<file path="src/rtl/word_serializer_if.sv">
// Parallel-in / serial-out handshake bundle for word_serializer.
// master = word source + downstream observer, slave = the serializer.
interface word_serializer_if #(
   parameter int DATA_WID = 8
);
   logic [DATA_WID-1:0] in_data;
   logic                in_dir;
   logic                in_valid;
   logic                in_ready;
   logic                ser_data;
   logic                ser_dir;
   logic                ser_valid;
   logic                word_done;

   modport master (
      output in_data, in_dir, in_valid,
      input  in_ready, ser_data, ser_dir, ser_valid, word_done
   );

   modport slave (
      input  in_data, in_dir, in_valid,
      output in_ready, ser_data, ser_dir, ser_valid, word_done
   );
endinterface

</file>
<file path="src/rtl/word_serializer.sv">
// Serializes one parallel word per handshake, ordering bits so a downstream
// bidirectional shift register ends up holding the word after DATA_WID shifts.
module word_serializer #(
   parameter int DATA_WID = 8
) (
   input  logic             clk,
   input  logic             rst,
   word_serializer_if.slave bus
);
   localparam int CW = $clog2(DATA_WID);
   localparam logic [CW-1:0] LAST = CW'(DATA_WID - 1);

   typedef enum logic {IDLE, SHIFT} state_t;

   state_t              state, state_d;
   logic [CW-1:0]       cnt, cnt_d;
   logic [DATA_WID-1:0] shadow, shadow_d, src;
   logic                sdata, sdata_d;
   logic                sdir, sdir_d;
   logic                svalid, svalid_d;
   logic                done, done_d;
   logic                dsel, last, accept;

   assign last         = (state == SHIFT) && (cnt == LAST);
   assign bus.in_ready = (state == IDLE) || last;
   assign accept       = bus.in_valid && bus.in_ready;

   // The next bit always sits at the end of the shadow word that faces the
   // direction of travel, so the word is consumed by plain shifts.
   assign src  = accept ? bus.in_data : shadow;
   assign dsel = accept ? bus.in_dir  : sdir;

   always_comb begin
      state_d  = state;
      cnt_d    = cnt;
      shadow_d = shadow;
      sdata_d  = 1'b0;
      sdir_d   = sdir;
      svalid_d = 1'b0;
      done_d   = 1'b0;

      if (accept) begin
         state_d = SHIFT;
         cnt_d   = '0;
         sdir_d  = bus.in_dir;
      end else if ((state == SHIFT) && !last) begin
         cnt_d = cnt + 1'b1;
      end else begin
         state_d = IDLE;
         cnt_d   = '0;
      end

      svalid_d = (state_d == SHIFT);
      if (svalid_d) begin
         if (dsel) begin
            sdata_d  = src[DATA_WID-1];
            shadow_d = {src[DATA_WID-2:0], 1'b0};
         end else begin
            sdata_d  = src[0];
            shadow_d = {1'b0, src[DATA_WID-1:1]};
         end
      end
      done_d = svalid_d && (cnt_d == LAST);
   end

   always_ff @(posedge clk) begin
      if (rst) begin
         state  <= IDLE;
         cnt    <= '0;
         shadow <= '0;
         sdata  <= 1'b0;
         sdir   <= 1'b0;
         svalid <= 1'b0;
         done   <= 1'b0;
      end else begin
         state  <= state_d;
         cnt    <= cnt_d;
         shadow <= shadow_d;
         sdata  <= sdata_d;
         sdir   <= sdir_d;
         svalid <= svalid_d;
         done   <= done_d;
      end
   end

   assign bus.ser_data  = sdata;
   assign bus.ser_dir   = sdir;
   assign bus.ser_valid = svalid;
   assign bus.word_done = done;
endmodule

</file>
<file path="src/flat_wrapper.sv">
// flat-port wrapper written by rule: the top's interface ports become plain ports
module word_serializer_flat 
#(
   parameter int DATA_WID = 8
)
  (clk, rst, bus_in_data, bus_in_dir, bus_in_valid, bus_in_ready, bus_ser_data, bus_ser_dir, bus_ser_valid, bus_word_done);
  word_serializer_if #(.DATA_WID(DATA_WID)) bus_i ();
  input  logic clk;
  input  logic rst;
  input wire logic [$bits(bus_i.in_data)-1:0] bus_in_data;
  input wire logic [$bits(bus_i.in_dir)-1:0] bus_in_dir;
  input wire logic [$bits(bus_i.in_valid)-1:0] bus_in_valid;
  output wire logic [$bits(bus_i.in_ready)-1:0] bus_in_ready;
  output wire logic [$bits(bus_i.ser_data)-1:0] bus_ser_data;
  output wire logic [$bits(bus_i.ser_dir)-1:0] bus_ser_dir;
  output wire logic [$bits(bus_i.ser_valid)-1:0] bus_ser_valid;
  output wire logic [$bits(bus_i.word_done)-1:0] bus_word_done;
  assign bus_i.in_data = bus_in_data;
  assign bus_i.in_dir = bus_in_dir;
  assign bus_i.in_valid = bus_in_valid;
  assign bus_in_ready = bus_i.in_ready;
  assign bus_ser_data = bus_i.ser_data;
  assign bus_ser_dir = bus_i.ser_dir;
  assign bus_ser_valid = bus_i.ser_valid;
  assign bus_word_done = bus_i.word_done;
  word_serializer #(.DATA_WID(DATA_WID)) u_core (.clk(clk), .rst(rst), .bus(bus_i));
endmodule
</file>
<file path="config.mk">
export PLATFORM = sky130hd
export DESIGN_NAME = word_serializer_flat
export DESIGN_NICKNAME = d
export VERILOG_FILES = /design/src/rtl/word_serializer_if.sv /design/src/rtl/word_serializer.sv /design/src/flat_wrapper.sv
export SDC_FILE = /design/constraint.sdc
export NUM_CORES = 1
export LEC_CHECK = 0
export ABC_CLOCK_PERIOD_IN_PS = 2400
export BUFFER_PORTS_ARGS = -buffer_cell sky130_fd_sc_hd__buf_2
export CAP_MARGIN = 20
export CORE_ASPECT_RATIO = 0.9
export CORE_UTILIZATION = 30
export CTS_CLUSTER_DIAMETER = 150
export DETAILED_ROUTE_END_ITERATION = 10
export PLACE_DENSITY = 0.58
export SYNTH_ARGS = -nofsm -noshare
export SYNTH_HDL_FRONTEND = slang
export SYNTH_SLANG_ARGS = --single-unit
</file>
<file path="constraint.sdc">
create_clock -name clk -period 2.4 [get_ports clk]
set_input_delay 0.24 -clock clk [delete_from_list [all_inputs] [get_ports clk]]
set_output_delay 0.24 -clock clk [all_outputs]
set_load 0.05 [all_outputs]
</file>
==> results of run 1 <==
-- synthesized netlist by cell type --
master | count | area, sq um
dfxtp_1 | 15 | 300
nand2_1 | 6 | 22.5
a21oi_1 | 5 | 25.0
a31oi_1 | 5 | 31.3
nand3_1 | 5 | 25.0
o21ai_1 | 5 | 25.0
nor2_1 | 4 | 15.0
o21ai_0 | 4 | 20.0
a211oi_1 | 3 | 22.5
a221o_1 | 3 | 30.0
buf_2 | 3 | 15.0
mux2_2 | 3 | 33.8
nor3b_1 | 3 | 22.5
and2_1 | 2 | 12.5
and3_1 | 2 | 12.5
buf_6 | 2 | 22.5
ha_1 | 2 | 25.0
nand2b_1 | 2 | 12.5
nor3_1 | 2 | 10.0
a21boi_1 | 1 | 7.51
a21boi_2 | 1 | 11.3
a21o_1 | 1 | 7.51
and3b_1 | 1 | 8.76
clkbuf_1 | 1 | 3.75
inv_1 | 1 | 3.75
inv_2 | 1 | 3.75
mux2i_1 | 1 | 10.0
mux2i_4 | 1 | 22.5
nand4b_1 | 1 | 8.76
nor2b_1 | 1 | 6.26
nor2b_4 | 1 | 13.8
nor3b_2 | 1 | 12.5
o211a_1 | 1 | 10.0
-- path summary, 6_finish.rpt --
kind                        from               end  slack (ns)
hold / removal    bus_in_data[3]  u_core.shadow[2]        0.23
setup reg to reg   u_core.cnt[0]  u_core.shadow[6]        0.58
setup / recovery   u_core.cnt[0]      bus_in_ready        0.47
hold reg to reg    u_core.cnt[0]     u_core.cnt[0]        0.46
-- placed cells by master (no fill, tap or decap), types with 2 or more instances in the layout --
master,n
a31oi_1,5
nand2b_1,2
nor3b_1,3
clkbuf_4,3
a21oi_1,5
o21ai_1,5
nand3_1,5
and2_1,2
dfxtp_1,15
nor3_1,2
buf_2,16
ha_1,2
nor2_1,4
nand2_1,6
buf_4,2
a221o_1,3
o21ai_0,4
mux2_2,3
and3_1,2
a211oi_1,3
-- power by group through the flow --
stage / clock, mW / combinational (mW) / sequential (mW)
4_1_cts: 0.152 / 0.107 / 0.270
5_1_grt: 0.165 / 0.118 / 0.272
3_5_place_dp: 0 / 0.107 / 0.276
6_report: 0.147 / 0.108 / 0.271
2_1_floorplan: 0 / 0.0725 / 0.283
3_3_place_gp: 0 / 0.107 / 0.276
-- registers in the layout, summed over array words and instances (netlist names) --
register,flops
u_core.bus.ser_dir,1
u_core.cnt,3
u_core.state,1
u_core.shadow,8
u_core.bus.ser_data,1
u_core.bus.word_done,1
-- worst max-delay path, delay by kind of cell (launching register included) --
| kind | cells | cell delay, ns |
|---|---|---|
| AND/OR/NAND/NOR | 1 | 0.05 |
| buffers and inverters | 3 | 0.64 |
| flip-flops | 1 | 0.36 |
| adder cells (fa/ha/maj) | 2 | 0.34 |
-- final cells by class --
class                           count  share of cell area [%]
Clock buffer                        3                    2.42
Clock inverter                      1                   0.538
Inverter                            2                   0.808
Multi-Input combinational cell     67                    49.9
Sequential cell                    15                    32.3
Tap cell                           28                    3.77
Timing Repair Buffer               18                    10.2
-- cell families after synthesis --
| logic type | count (synthesis) | share of synthesized area, % |
|---|---|---|
| flops | 15 | 36.9 |
| simple gates | 31 | 22.5 |
| fa+ha+maj | 2 | 3.08 |
| compound gates | 29 | 23.4 |
| buf+inv | 8 | 6.00 |
| mux | 5 | 8.15 |
-- routing by layer --
layer / up-vias / wire length [microns]
met1: 320 / 928
met4: 0 / 25
li1: 363 / -
met3: 4 / 168
met5: - / 0
met2: 41 / 757
==> results.md, run 1 <==
* Outcome: finished with violations
* Failing checks: design-rule violations
* Register area share after synthesis at a little under two fifths
* Inst Count DP at 130
* Final Slew Violations at 0
* Area Growth Syn to Fin at 14.3%
* Comb power frac at 20.6%
* Share of cells above drive strength 1 at between 20 and 30%
* Clock Latency Late Sink at 0.29 ns
* Clk root buf: clkbuf_4
* Post-CTS setup buffer count at 0
* Final worst path period share at 80.2%
* Grt peak-use layer: met1
* Final ANT Viol Nets at 0
* Switching power at approximately 0.16 mW
* Most Frequent Cell on Critical Path: ha_1
* Util after Layout at around 37%
* CP cell instances: ha_1, ha_1, nor2b_4, inv_2, buf_4, buf_2
* Yosys cell types at 33
* Total number of vias at about 730
* Largest net degree at the start of global routing at 17
* Crit Path Class: reg -> out
* Multi-input gate area at 464 sq um
* Met3 GRT Util at ~5.8%
* Syn nets at 104
* Post-placement cell area at approximately 900 sq um
* Max_cap viols at 0
* Setup ws final at about 0.47 ns
* Vias in the first global route at 650
* Core Rows at 17
* Initial DRT Pass Iterations at 9
* Final RePlAce weighted congestion at 0.802
* Critical Path End Type: output pin
* GRT Overall Usage at 14.5%
* Die Height at 51.4 microns
* Die width at 56.9 microns
* Iteration-0 DRC Markers at 56
* Worst vdd ir at 253 uV
* CP required at about 2.2 ns
* Synth Area per Inst at about 9.0 sq um
* Reg power frac at 51.5%
* Starting density of the core at 32.4%
* Die ar. at 2920 sq um
* Final setup viols at 0
* Clock-pin slew on the worst setup and hold paths at 0.09 ns
* Synth warn at 0
* Internal power at 0.365 mW
* Via density at about 5.4
* Core ar. at 2510 sq um
* GRT Residual Overflow at 0
* DR WL/cell at ~14 microns
* Cell leakage power at 0.394 nW
* Hold_ws at 0.226 ns
* Total wire length at 1880 microns
* Sw Ratio at 30.5%
* RSZ-0062 raised after global routing: false
* Final Skew at about 0.0033 ns
* H-Tree Depth at 1
* Fin crit period at 1.93 ns
* DRC errors left at 2
* Register Area at 300 sq um
* Global routing usage on met1 at between 20% and 30%
* HP Class: in -> reg
* Initial antenna violation count at 0
* TritonCTS Buffers at 3
* Worst Max-Slew Pin Slew at 0.418 ns
* Total Power at 0.525 mW
* CTS tree: yes
* Met2 GRT Util at 19.2%
* Achievable frequency at between 0.5 and 0.6 GHz
* Cells on worst reg2reg path at 7
* Crit-path slowest cell: dfxtp_1
* Clock sink count at 15
* Seq cells post-synth at 15
* Total negative setup slack at 0 ns
* Synth Instances at 90
* Fill count at roughly 280
* Max clock buf depth at 2
* Final Hold Vio Count at 0
* I/O pin total at 17
* Finished Cell Area at approximately 930 sq um
* Post-Syn Area at 813 sq um
* Final net count at 121
* Final Instance Count excl. Fillers at 134
* Worst Path Arrival at 1.69 ns
* Hold depth at 3
* Power Dens Cells at around 570 nW/um^2
* Port buffer count at 16
* Hold_buf cts at 0
* CP Launch Type: register
* Worst Path Max Fanout at 16
* Clk pwr share at between 20 and 30%
* Rel. slew slack at 71.9%
* Max incr delay on CP at ~0.36 ns
* Dpl ws at 0.581 ns
* Ant. Diodes at 0
* First-pass GRT wire length at 3100 microns
* Post-CTS sizing at 0
* Hpwl dp at 1410 microns
Power figures use the tool's default switching activity.
==> inputs of run 2 (changes only) <==
- ABC_CLOCK_PERIOD_IN_PS: 2400 -> 1790
- clock period: 2.4 -> 1.79 ns (I/O delays scaled with it)
==> run 2 against run 1 <==
Against the previous run:
- the run still ends with design-rule violations left
- power is 38% higher
- non-clock buffer count increased by 5
- design area grew 5.9%
- highest routed layer is now met3
- critical path depth rose by 2
- register-to-register slack got worse by 0.53 ns
- global-route usage shrank 0.41 points
- clock power grew 38%
- sequential share of layout area down 1.7 points
- count of clock-buffer cells in the layout is the same
- clock skew rose by 0.0047 ns
- utilization is 2.2 points higher
==> results.md, run 2 (synthesized netlist as in run 1, its figures left out) <==
* Rel. slew slack at 67.1% (-4.8 points)
* Final ANT Viol Nets at 0 (unchanged)
* GRT Residual Overflow at 0 (unchanged)
* Util after Layout at 39.2% (+2.2 points)
* Core ar. at 2510 sq um (unchanged)
* Worst Path Arrival at 1.92 ns (+0.23 ns)
* Setup ws final at 0.0515 ns (-0.423 ns)
* Vias in the first global route at 696 (+7.1%)
* CTS tree: yes
* Initial antenna violation count at 0 (unchanged)
* Worst Path Max Fanout at 5 (-11)
* HP Class: in -> reg
* Total number of vias at 741 (+1.8%)
* Final Slew Violations at 0 (unchanged)
* Critical Path End Type: register
* Area Growth Syn to Fin at 21.1%
* Top layer in use: met3
* Final Instance Count excl. Fillers at 139 (+3.7%)
* FF-to-FF End: u_core.shadow[4]
* Max_cap viols at 0 (unchanged)
* Hold Startpoint: bus_in_data[3]
* Final Hold Vio Count at 0 (unchanged)
* Total wire length at 1980 microns (+5.2%)
* Outcome: finished with violations
* DRC errors left at 2 (unchanged)
* GRT Overall Usage at 14.1% (-0.41 points)
* Worst vdd ir at 290 uV (+15%)
* Die Height at 51.4 microns (unchanged)
* H-Tree Depth at 1 (unchanged)
* Die ar. at 2920 sq um (unchanged)
* CP Launch Type: register
* Worst Max-Slew Pin Slew at 0.490 ns (+0.0720 ns)
* Clock Latency Late Sink at 0.29 ns (about the same)
* Finished Cell Area at 985 sq um (+5.9%)
* Clock-pin slew on the worst setup and hold paths at 0.10 ns (about the same)
* Final Skew at 0.00798 ns (+0.00473 ns)
* Final RePlAce weighted congestion at 0.807 (+0.65%)
* Met2 wire length at 883 microns (+17%)
* Power Dens Cells at 739 nW/um^2 (+31%)
* Iteration-0 DRC Markers at 39 (-30%)
* Ant. Diodes at 0 (unchanged)
* Largest Register: u_core.shadow
* CP required at 1.97 ns (-0.19 ns)
* Final setup viols at 0 (unchanged)
* R2R setup slack at 0.05 ns (-0.53 ns)
* TritonCTS Buffers at 3 (unchanged)
* M1 wire length at 973 microns (+4.8%)
* DR WL/cell at 14.2 microns (+1.4%)
* Largest net degree at the start of global routing at 17 (unchanged)
* Port buffer count at 16 (unchanged)
* Largest regs: u_core.shadow: 8 flops, u_core.cnt: 3 flops
* Reg2reg start: u_core.cnt[0]
* Commonest non-fill, non-tap cells in the layout: buf_2, dfxtp_1, buf_4
* Max clock buf depth at 2 (unchanged)
* Die width at 56.9 microns (unchanged)
* Crit Path Class: reg -> reg
* Core Rows at 17 (unchanged)
* Cell leakage power at 0.421 nW (+6.9%)
* Share of cells above drive strength 1 at 35.1% (+6.8 points)
* Hpwl dp at 1380 microns (-2.1%)
* Starting density of the core at 32.4% (unchanged)
* Dpl ws at 0.00416 ns (-0.577 ns)
* Fin crit period at between 1.5 and 2 ns
* Clock sink count at 15 (unchanged)
* Clk root buf: clkbuf_4
* Hold_buf cts at 0 (unchanged)
* Cells on worst reg2reg path at 8 (+1)
* Final net count at 126 (+4.1%)
* Inst Count DP at 134 (+3.1%)
* Failing checks: design-rule violations
* Post-placement cell area at 932 sq um (+3.3%)
* I/O pin total at 17 (unchanged)
* Hold depth at 3 (unchanged)
* First-pass GRT wire length at 3070 microns (-0.90%)
* Most common cell after layout, fill and taps aside: buf_2
* WHS Endpoint: u_core.shadow[2]
* Max FFs per register at 8 (unchanged)
* Initial DRT Pass Iterations at 9 (unchanged)
* Final worst path period share at between 90% and 100%
* Achievable frequency at 0.575 GHz
* WL met3 at 120 microns (-29%)
* Via density at 5.33 (-1.9%)
==> run 2: cell types whose count changed in the layout (fill, tap and decap cells not counted), sizes merged <==
cell  previous run  this run
buf             18        23
==> run 2: how the worst max path moves through the flow <==
stage | startpoint | cells past startpoint | slack, ns | end
after floorplan | u_core.state | 5 | 0.05 | u_core.shadow[6]
after global placement | u_core.cnt[0] | 7 | 0.04 | u_core.shadow[6]
after global routing | u_core.cnt[0] | 8 | -0.005 | u_core.shadow[6]
after detailed placement | u_core.cnt[0] | 7 | 0.004 | u_core.shadow[6]
after CTS | u_core.cnt[0] | 7 | 0.008 | u_core.shadow[6]
final | u_core.cnt[0] | 8 | 0.05 | u_core.shadow[4]
==> run 2: critical path: stages, from the launching register on <==
cell	delay (ns)
dfxtp_2	0.33
ha_1	0.19
ha_2	0.18
nor2b_4	0.12
inv_2	0.07
buf_4	0.15
mux2i_4	0.23
a211oi_1	0.08
a221o_1	0.28
==> run 2: metal layers <==
layer	global-route usage, %	vias to the layer above
li1	-	376
met1	17.3	340
met2	22.5	25
met3	5.32	0
met4	4.88	0
met5	0	-
==> run 2: power breakdown <==
group	internal [mW]	switching, mW	leakage (nW)
sequential	0.351	0.00925	0.123
clock	0.0832	0.120	0.0177
combinational	0.0679	0.0965	0.280
total	0.502	0.226	0.421
==> run 2: layout make-up <==
cell class	instances	area (sq um)
Clock inverter	1	5.00
Inverter	2	7.51
Multi-Input combinational cell	67	478
Sequential cell	15	302
Fill cell	275	1530
Tap cell	28	35.0
Timing Repair Buffer	23	135
Clock buffer	3	22.5
==> run 2: stage by stage <==
step / power, mW / hold WS [ns] / TNS [ns]
after floorplan: 0.477 / 0.254 / 0
after global placement: 0.523 / 0.434 / 0
after detailed placement: 0.522 / 0.447 / 0
after CTS: 0.724 / 0.151 / 0
after global routing: 0.755 / 0.174 / -0.00454
final: 0.727 / 0.158 / 0
==> run 2: repair_timing <==
item                                    CTS  global route
endpoints found under the setup margin    1             4
buffers inserted                          0             1
resized for setup                         3             3
hold endpoints to repair                  0             0
==> inputs of run 3 (changes only) <==
- ABC_AREA: default -> 1
==> run 3 against run 2 <==
Against the previous run:
- the flow now finishes without violations
- die area decreased by 3.9%
- synthesized cell count increased by 26%
- largest cell class unchanged
- register-to-register slack improved by 0.13 ns
- critical path type is now reg -> out
- power decreased by 3.2%
- final cell count increased by 14%
- critical path depth decreased by 3
- wire length decreased by 10%
- count of clock-buffer cells in the layout increased by 1
==> results.md, run 3 <==
* Outcome: complete, no violations
* Core Rows at 17 (unchanged)
* Clk root buf: clkbuf_4
* Via density at 4.85 (-9.1%)
* Crit-path slowest cell: dfxtp_1
* GRT Residual Overflow at 0 (unchanged)
* CP top delay family: flip-flops
* Synth Area per Inst at 6.91 sq um (-24%)
* Starting density of the core at 31.6% (-0.76 points)
* Count leader, synth: nand2_1
* Comb power frac at 21.9% (-0.7 points)
* Top cell type by total area after synthesis: dfxtp_1
* Most common cell after layout, fill and taps aside: nand2_1
* Internal power at 0.484 mW (-3.5%)
* CP required at 1.61 ns (-0.36 ns)
* Synth Flop Type: dfxtp_1
* Cell leakage power at 0.482 nW (+15%)
* Final Hold Vio Count at 0 (unchanged)
* Vias in the first global route at 744 (+6.9%)
* Hpwl dp at 1240 microns (-10%)
* Worst Path Max Fanout at 15 (+10)
* Largest net degree at the start of global routing at 16 (-1)
* Post-placement cell area at 870 sq um (-6.7%)
* CP Launch Type: register
* First-pass GRT wire length at 3220 microns (+5.0%)
* Rel. slew slack at 81.2% (+14 points)
* Final worst path period share at 91.0% (-6.1 points)
* Port buffer count at 16 (unchanged)
* Share of cells above drive strength 1 at 21.5% (-14 points)
* Final net count at 145 (+15%)
* Final RePlAce weighted congestion at 0.791 (-1.9%)
* Syn nets at 127 (+22%)
* DRC errors left at 0 (-2)
* Iteration-0 DRC Markers at 21 (-46%)
* Area Growth Syn to Fin at 17.0%
* Final setup viols at 0 (unchanged)
* Worst vdd ir at 566 uV (+95%)
* Register Area at 300 sq um (-0.41%)
* Sw Ratio at 31.3% (+0.24 points)
* Worst Max-Slew Pin Slew at 0.281 ns (-0.209 ns)
* Synth Instances at 113 (+26%)
* Max_cap viols at 0 (unchanged)
* Clk pwr share at 27.1% (-0.8 points)
* CP cell instances: ha_1, ha_1, inv_1, nand2_4, buf_2
* Post-synth EDFFs at 0 (unchanged)
* Final Slew Violations at 0 (unchanged)
* Achievable frequency at 0.614 GHz (+6.8%)
* Total negative setup slack at 0 ns (unchanged)
* Die ar. at 2810 sq um (-3.9%)
* Ant. Diodes at 0 (unchanged)
* Die width at 55.8 microns (-2.0%)
* Clock sink count at 15 (unchanged)
* Total wire length at 1780 microns (-10%)
* H-Tree Depth at 1 (unchanged)
* Reg power frac at 51.0% (+1.5 points)
* Max FFs per register at 8 (unchanged)
* Switching power at 0.220 mW (-2.4%)
* TritonCTS Buffers at 3 (unchanged)
* Total Power at 0.705 mW (-3.2%)
* Clock Latency Late Sink at 0.28 ns (about the same)
* Register area share after synthesis at 38.5% (+1.5 points)
* Seq cells post-synth at 15 (unchanged)
* RSZ-0062 raised after global routing: false
* Largest regs: u_core.shadow: 8 flops, u_core.cnt: 3 flops
* Final Skew at 0.00303 ns (-0.00495 ns)
* FFs w/ async S/R, synth at 0% (unchanged)
* Fin crit period at 1.63 ns (-0.110 ns)
* Initial DRT Pass Iterations at 5 (-4)
* Finished Cell Area at 913 sq um (-7.2%)
* Multi-input gate area at 413 sq um (-14%)
* Core ar. at 2470 sq um (-1.7%)
* Power Dens Cells at 771 nW/um^2 (+4.4%)
* Most Frequent Cell on Critical Path: ha_1
* I/O pin total at 17 (unchanged)
* Worst Path Arrival at 1.45 ns (-0.47 ns)
* Crit Path Class: reg -> out
* Share of the synthesized area in the top cell type at 38.5% (+1.5 points)
* Clock-pin slew on the worst setup and hold paths at 0.09 ns (about the same)
* Max clock buf depth at 2 (unchanged)
* Yosys cell types at 18 (-45%)
* Critical Path End Type: output pin
* Total number of vias at 766 (+3.4%)
* Post-Syn Area at 781 sq um (-4.0%)
* Initial antenna violation count at 0 (unchanged)
* CTS tree: yes
* Die Height at 50.4 microns (-1.9%)
* Commonest non-fill, non-tap cells in the layout: nand2_1, nand3_1, buf_2
* Synth warn at 0 (unchanged)
* Max incr delay on CP at 0.37 ns (+0.04 ns)
* Final ANT Viol Nets at 0 (unchanged)
* GRT Overall Usage at 14.6% (+0.54 points)
* Fill count at 265 (-3.6%)
* Crit path buffers/inverters at 2 (unchanged)
* HP Class: in -> reg
* Synth top area cells: dfxtp_1, nand3_1, nand2_1, inv_1, ha_1
* DR WL/cell at 11.2 microns (-21%)
* List of most frequent post-synthesis cells: nand2_1, nand3_1, dfxtp_1
* Largest Register: u_core.shadow
-- run 3: logic make-up (layout without fill, tap and decap cells) --
| family | count (synthesis) | count (layout) | share of synthesized area (%) |
|---|---|---|---|
| and+or+nand+nor | 76 | 76 | 45.8 |
| AOI/OAI and AO/OA | 3 | 3 | 1.92 |
| adders and majority gates | 2 | 2 | 3.20 |
| DFF | 15 | 15 | 38.5 |
| buffers and inverters | 17 | 34 | 10.6 |
-- run 3: through the flow --
| step | setup WS, ns | hold slack [ns] | instances | utilization [%] |
|---|---|---|---|---|
| 2_1_floorplan | 0.266 | 0.368 | 113 | - |
| 3_3_place_gp | 0.161 | 0.439 | 154 | 35.2 |
| 3_5_place_dp | 0.118 | 0.450 | 154 | 35.2 |
| 4_1_cts | 0.0801 | 0.150 | 158 | 36.3 |
| 5_1_grt | 0.0135 | 0.156 | 158 | 37.0 |
| 6_report | 0.162 | 0.164 | 158 | 37.0 |
-- run 3: layout make-up --
cell class | instances | share of cell area [%]
multi-input combinational | 81 | 45.2
tap | 28 | 3.84
clock buffer | 4 | 2.88
sequential | 15 | 32.9
timing repair buffer | 17 | 9.59
inverter | 13 | 5.62
-- run 3: path summary, 6_finish.rpt --
check           startpoint                    to  slack [ns]  cells after the start
max          u_core.cnt[0]          bus_in_ready        0.16                      5
min                    rst      u_core.shadow[0]        0.16                      2
max reg2reg  u_core.cnt[0]      u_core.shadow[3]        0.18                     11
min reg2reg  u_core.cnt[0]  u_core.bus.word_done        0.47                      1
-- run 3: repair_timing --
| action | 4_1_cts | 5_1_grt |
|---|---|---|
| setup buffers | 0 | 0 |
| setup endpoints to repair | 0 | 9 |
| hold buffers | 0 | 0 |
| resized for setup | 0 | 5 |
-- run 3: layer usage --
metal  global-route usage [%]  vias up  share of wire, %
li1                         -      398                 -
met1                     19.2      347                49
met2                     23.1       19                45
met3                     4.64        2               5.2
met4                     4.17        0              0.79
met5                        0        -                 0
-- run 3: power groups by stage --
stage | sequential, mW | clock [mW] | combinational (mW)
2_1_floorplan | 0.380 | 0 | 0.0990
3_3_place_gp | 0.367 | 0 | 0.146
3_5_place_dp | 0.367 | 0 | 0.148
4_1_cts | 0.359 | 0.208 | 0.148
5_1_grt | 0.362 | 0.224 | 0.174
6_report | 0.359 | 0.191 | 0.154
